File: src/rtl/operand_issue_stage.sv
// operand_issue_stage
//   Operand issue stage between decode and the execution units. Takes one decoded
//   instruction per cycle, expands its immediate, reads source operands from an
//   internal register file, stalls on RAW hazards tracked by a busy-bit scoreboard
//   and presents a registered operand packet downstream.
//
// Optional build macro: OPERAND_WB_BYPASS_EN
//   When defined, a source matching the current write-back takes wb_data directly
//   and ignores its busy bit, so the dependent instruction issues in the write-back
//   cycle. When undefined, operands come only from the register file and a busy
//   source stalls until the cycle after its write-back.
//
// Ports
//   clk, rst                   clock, synchronous active-high reset
//   in_valid / in_ready        decoded instruction handshake
//   in_type                    1=R, 2=I, 3=S, 4=U, anything else illegal
//   in_rd, in_rs1, in_rs2      register addresses
//   in_imm                     raw immediate (imm12 = [11:0], imm20 = [19:0])
//   wb_valid, wb_ad, wb_data   write-back from the execution units
//   flush                      drop the output packet and clear the scoreboard
//   out_valid / out_ready      operand packet handshake
//   out_type, out_rd, out_op1, out_op2, out_imm, out_illegal   operand packet

module operand_issue_stage #(
  parameter int XLEN = 32,
  parameter int NREG = 32,
  localparam int AW = $clog2(NREG)
) (
  input  logic            clk,
  input  logic            rst,
  input  logic            in_valid,
  output logic            in_ready,
  input  logic [5:0]      in_type,
  input  logic [AW-1:0]   in_rd,
  input  logic [AW-1:0]   in_rs1,
  input  logic [AW-1:0]   in_rs2,
  input  logic [19:0]     in_imm,
  input  logic            wb_valid,
  input  logic [AW-1:0]   wb_ad,
  input  logic [XLEN-1:0] wb_data,
  input  logic            flush,
  output logic            out_valid,
  input  logic            out_ready,
  output logic [5:0]      out_type,
  output logic [AW-1:0]   out_rd,
  output logic [XLEN-1:0] out_op1,
  output logic [XLEN-1:0] out_op2,
  output logic [XLEN-1:0] out_imm,
  output logic            out_illegal
);

  localparam logic [5:0] TypeR = 6'd1;
  localparam logic [5:0] TypeI = 6'd2;
  localparam logic [5:0] TypeS = 6'd3;
  localparam logic [5:0] TypeU = 6'd4;

  // State
  logic [XLEN-1:0] r_rf [NREG];
  logic [NREG-1:0] r_busy;
  logic            r_valid;
  logic [5:0]      r_type;
  logic [AW-1:0]   r_rd;
  logic [XLEN-1:0] r_op1;
  logic [XLEN-1:0] r_op2;
  logic [XLEN-1:0] r_imm;
  logic            r_illegal;

  // Decode
  logic            w_legal;
  logic            w_use_rs1;
  logic            w_use_rs2;
  logic            w_writes_rd;
  logic            w_wb_en;
  logic            w_rs1_blk;
  logic            w_rs2_blk;
  logic            w_hazard;
  logic            w_accept;
  logic [XLEN-1:0] w_rs1_val;
  logic [XLEN-1:0] w_rs2_val;
  logic [31:0]     w_u32;
  logic [XLEN-1:0] w_op1;
  logic [XLEN-1:0] w_op2;
  logic [XLEN-1:0] w_imm;
  logic [AW-1:0]   w_rd;
  logic [NREG-1:0] w_busy_d;

  assign w_use_rs1   = (in_type == TypeR) || (in_type == TypeI) || (in_type == TypeS);
  assign w_use_rs2   = (in_type == TypeR) || (in_type == TypeS);
  assign w_writes_rd = (in_type == TypeR) || (in_type == TypeI) || (in_type == TypeU);
  assign w_legal     = w_use_rs1 || (in_type == TypeU);
  assign w_wb_en     = wb_valid && (wb_ad != '0);

`ifdef OPERAND_WB_BYPASS_EN
  // A source being written back this cycle is forwarded, so its busy bit is moot.
  assign w_rs1_val = (in_rs1 == '0) ? '0 :
                     (w_wb_en && (wb_ad == in_rs1)) ? wb_data : r_rf[in_rs1];
  assign w_rs2_val = (in_rs2 == '0) ? '0 :
                     (w_wb_en && (wb_ad == in_rs2)) ? wb_data : r_rf[in_rs2];
  assign w_rs1_blk = (in_rs1 != '0) && r_busy[in_rs1] && !(w_wb_en && (wb_ad == in_rs1));
  assign w_rs2_blk = (in_rs2 != '0) && r_busy[in_rs2] && !(w_wb_en && (wb_ad == in_rs2));
`else
  // Without forwarding the write lands at the edge; the dependent issues one cycle later.
  assign w_rs1_val = (in_rs1 == '0) ? '0 : r_rf[in_rs1];
  assign w_rs2_val = (in_rs2 == '0) ? '0 : r_rf[in_rs2];
  assign w_rs1_blk = (in_rs1 != '0) && r_busy[in_rs1];
  assign w_rs2_blk = (in_rs2 != '0) && r_busy[in_rs2];
`endif

  assign w_hazard = (w_use_rs1 && w_rs1_blk) || (w_use_rs2 && w_rs2_blk);
  assign in_ready = !rst && !flush && !w_hazard && (!r_valid || out_ready);
  assign w_accept = in_valid && in_ready;

  assign w_u32 = {in_imm, 12'h000};

  // Packet formation
  always_comb begin
    w_op1 = '0;
    w_op2 = '0;
    w_imm = '0;
    w_rd  = w_writes_rd ? in_rd : '0;
    if (w_use_rs1) w_op1 = w_rs1_val;
    if (w_use_rs2) w_op2 = w_rs2_val;
    if ((in_type == TypeI) || (in_type == TypeS)) begin
      w_imm = XLEN'($signed(in_imm[11:0]));
    end else if (in_type == TypeU) begin
      w_imm = XLEN'($signed(w_u32));
    end
  end

  // Scoreboard next state; a set from an accept overrides a same-cycle clear.
  always_comb begin
    w_busy_d = r_busy;
    if (flush) begin
      w_busy_d = '0;
    end else begin
      if (w_wb_en) w_busy_d[wb_ad] = 1'b0;
      if (w_accept && w_writes_rd && (in_rd != '0)) w_busy_d[in_rd] = 1'b1;
    end
  end

  always_ff @(posedge clk) begin
    if (rst) begin
      for (int i = 0; i < NREG; i++) r_rf[i] <= '0;
      r_busy    <= '0;
      r_valid   <= 1'b0;
      r_type    <= '0;
      r_rd      <= '0;
      r_op1     <= '0;
      r_op2     <= '0;
      r_imm     <= '0;
      r_illegal <= 1'b0;
    end else begin
      // Write-back still lands during a flush.
      if (w_wb_en) r_rf[wb_ad] <= wb_data;
      r_busy <= w_busy_d;
      if (flush) begin
        r_valid   <= 1'b0;
        r_type    <= '0;
        r_rd      <= '0;
        r_op1     <= '0;
        r_op2     <= '0;
        r_imm     <= '0;
        r_illegal <= 1'b0;
      end else if (w_accept) begin
        r_valid   <= 1'b1;
        r_type    <= in_type;
        r_rd      <= w_rd;
        r_op1     <= w_op1;
        r_op2     <= w_op2;
        r_imm     <= w_imm;
        r_illegal <= !w_legal;
      end else if (out_ready) begin
        r_valid <= 1'b0;
      end
    end
  end

  assign out_valid   = r_valid;
  assign out_type    = r_type;
  assign out_rd      = r_rd;
  assign out_op1     = r_op1;
  assign out_op2     = r_op2;
  assign out_imm     = r_imm;
  assign out_illegal = r_illegal;

endmodule

File: config.mk
export PLATFORM = sky130hd
export DESIGN_NAME = operand_issue_stage
export DESIGN_NICKNAME = d
export VERILOG_FILES = /design/src/rtl/operand_issue_stage.sv
export SDC_FILE = /design/constraint.sdc
export NUM_CORES = 2
export LEC_CHECK = 0
export CAP_MARGIN = 40
export CORE_AREA = 2 2 454 456
export DETAILED_ROUTE_END_ITERATION = 8
export DIE_AREA = 0 0 456 458
export HOLD_SLACK_MARGIN = 0.03
export PLACE_DENSITY = 0.44
export SETUP_SLACK_MARGIN = 0.3
export SYNTH_ARGS = -nofsm -noshare
export SYNTH_HDL_FRONTEND = slang
export SYNTH_SLANG_ARGS = --single-unit
File: constraint.sdc
create_clock -name clk -period 4.6 [get_ports clk]
set_input_delay 0.69 -clock clk [delete_from_list [all_inputs] [get_ports clk]]
set_output_delay 0.69 -clock clk [all_outputs]
set_load 0.01 [all_outputs]
==> run metrics <==
run status=complete, no violations; Sw Ratio=24.94%; Die X=456 um; layout cells sized above 1=28.87%; largest net degree at the start of global routing=130; postcts setup bufs=0; Inst Count DP=6608; first-pass GRT wire length=328800 um; Synthesis Warnings=0; Detailed Place HPWL=142200 um; crit path DAT=3340 ps; FFs w/ async S/R, synth=0%; initial antenna violation count=47; DRC violations left=0; global route total overflow=0; EDFF count, synth=1024; CTS Buf Count=140; P_int=19.73 mW; crit path buf inv count=2; WL final=238800 um; post-synthesis sequential area ratio=55.21%; crit path cell chain=clkdlybuf4s50_1, nor4_1, o211ai_1, a221o_1, o21ai_0, nor2_1, clkdlybuf4s50_1; worst hold path type=in -> reg; Synth Register Bits=1165; Comb power frac=11.9%; CTS Sinks=1165; Setup crit end kind=output port; CP delay by family, top=buffers and inverters; die height=458 um; Critical Setup Path Class=in -> out; Max-Cap Viols=0; met1 GRT Util=31.02%; unrepaired setup endpoints after global routing=no; Worst slew margin=32.23%; post-layout worst setup margin=571.8 ps; NetSw=6.558 mW; top_reg_cell synth=edfxtp_1; Fin Clk Skew=26.05 ps; Final Slew Violations=0; layout net count=4147; deepest clock path buffer count=3; Worst-path clk slew=60 ps; Vias=36930; Tot GR Track Use=22.86%; H-Tree Depth=4; die area=208800 um2; routed vias/inst=5.375; PortBufs=193; minimum clock period=4028 ps; Worst Setup Slack post-DPL=592.7 ps; Fill cells=19230; CTS tree=yes; Peak VDD IR=0.4314 mV; Leak=24.15 nW; setup TNS=0 ps; reg2reg path depth=8; power density over the cells=366.7 nW/um2; Netlist cell types=54; post-DR wirelength/cell=34.77 um; drt initial violations=4075; Placer Congestion=0.7914; Tightest Pin Transition=1016 ps; DR pass1 iterations=5; Initial Utilization=29.84%; FP Rows=166; CP startpoint kind=primary input; number of global-route vias before repair=37630; Worst-Skew Late Latency=810 ps; Crit Path Max Fanout=8; GR met3 Demand/Resource=3.956%; Achievable Freq=248.2 MHz; Final period util=87.57%; fin cells=6870; synthesized instance count=3914; WP depth=7; Pwr Total=26.29 mW; CP required=3910 ps; Clock power frac=41.4%; Crit path top cell by count=clkdlybuf4s50_1; cts hold-fix bufs=0; GR peak layer=met2; post_cts resized=0; Antenna Nets Post-Route=0; Seq pwr share=46.7%; Final setup viols=0; clk root buf=clkbuf_16; worst-path cell with the longest stage delay=clkdlybuf4s50_1; Layout Utilization=35.19%; worst hold path stage count=1; Hold Violations, Final=0; area grow syn2layout=17.90%; Post-Syn Area=60810 um2; CP max stage delay=560 ps; I/O pin count=194; met2 Resource Use GR=37.83%; core area=203800 um2; Avg Synthesized Cell Area=15.54 um2
## layout make-up
type                            instances  area, um2  share of cell area [%]
Antenna cell                           15      37.54                 0.05236
Inverter                                9      33.78                 0.04712
Timing Repair Buffer                  388       4362                   6.084
Clock buffer                          199       3943                   5.499
Tap cell                             2688       3363                   4.691
Multi-Input combinational cell       2359      25960                   36.21
Sequential cell                      1165      33570                   46.83
Clock inverter                         47      417.9                  0.5829
## synth_stat cells (2+ instances only)
cell type	n	area share (%)
dfxtp_1	141	4.6
nand2b_1	32	0.33
mux4_2	653	24
nor3_1	8	0.066
nand2_1	225	1.4
mux2i_1	94	1.5
nor2_1	49	0.30
nor4_1	2	0.021
o31ai_1	2	0.025
o21ai_0	33	0.27
inv_1	9	0.056
o211ai_1	9	0.11
edfxtp_1	1024	51
buf_6	8	0.15
mux4_1	2	0.086
buf_2	55	0.45
clkbuf_2	3	0.025
nor3b_1	10	0.12
nand4_1	21	0.22
clkbuf_1	280	1.7
o21bai_1	8	0.099
nand3_1	32	0.26
mux2_2	68	1.3
a21oi_1	22	0.18
buf_1	44	0.27
and2_1	997	10
buf_4	12	0.15
buf_12	9	0.30
xnor2_1	2	0.029
or3_1	3	0.031
a31oi_1	11	0.11
nand3b_1	2	0.025
nor2b_1	4	0.041
or2_2	2	0.021
and3_1	2	0.021
a31oi_2	9	0.19
nor3b_2	10	0.21
## power groups by stage
stage,clock network [mW],registers (mW),logic [mW]
floorplan,0,12.4,1.85
global placement,0,12.5,3.09
detailed placement,0,12.5,3.14
CTS,11.1,12.3,3.15
global route,11.5,12.3,3.25
finish,10.9,12.3,3.13
## layout by cell type, fill, tap and decap left out, drive strengths merged, types with 8 or more instances in the layout
master         instances
nor3                   8
nand4                 21
clkinv                36
inv                   13
buf                  206
and2                 998
clkdlybuf4s50        182
conb                  32
a31oi                 20
nand2                225
nand3                 33
edfxtp              1024
a21oi                 22
o21bai                 8
clkbuf               199
diode                 15
mux4                 655
o211ai                 9
o21ai                 33
mux2i                 94
mux2                  69
nand2b                32
nor2                  49
nor3b                 20
dfxtp                141
## worst register-to-register path, cell delays in order, from the launching register on
cell and delay, ps:
dfxtp_1 350, mux4_1 490, mux2_2 280, mux2i_1 220, a221o_2 230, buf_4 420, nand4_1 560, buf_4 420
o21ai_0 190
## layer usage
layer | vias up | part of all wire, %
li1 | 15260 | -
met1 | 19960 | 43
met2 | 1422 | 48
met3 | 285 | 6.5
met4 | 6 | 2.5
met5 | - | 0.013
## worst paths after layout
kind | startpoint | endpoint | slack, ps
setup / recovery | in_type[2] | in_ready | 570
hold / removal | rst | r_rf[0][11]$_SDFFCE_PN0P_ | 380
setup reg to reg | r_busy[13]$_SDFF_PP0_ | r_busy[21]$_SDFF_PP0_ | 1350
hold reg to reg | out_op2[8]$_SDFFE_PP0P_ | out_op2[8]$_SDFFE_PP0P_ | 460
## through the flow
step                hold slack [ps]  cell area [um2]
global route                  350.4            71660
detailed placement            452.4            67280
global placement              438.2            66580
finish                        377.5            71690
CTS                           318.1            71640
floorplan                     443.1            60920
## cell families after synthesis
| group | after synthesis | synth area share (%) |
|---|---|---|
| compound gates | 102 | 1.113 |
| mux | 818 | 27.10 |
| simple gates | 1405 | 13.39 |
| xor+xnor | 2 | 0.02881 |
| other cells | 1 | 0.006167 |
| buf+inv | 421 | 3.150 |
| flops | 1165 | 55.21 |
## flip-flops by register name (all words and copies together) (netlist names)
name / count
out_illegal: 1
out_imm: 32
out_op1: 32
out_op2: 32
out_rd: 5
out_type: 6
out_valid: 1
r_busy: 32
r_rf: 1024
Note: power is estimated with default switching activity, not from simulation.
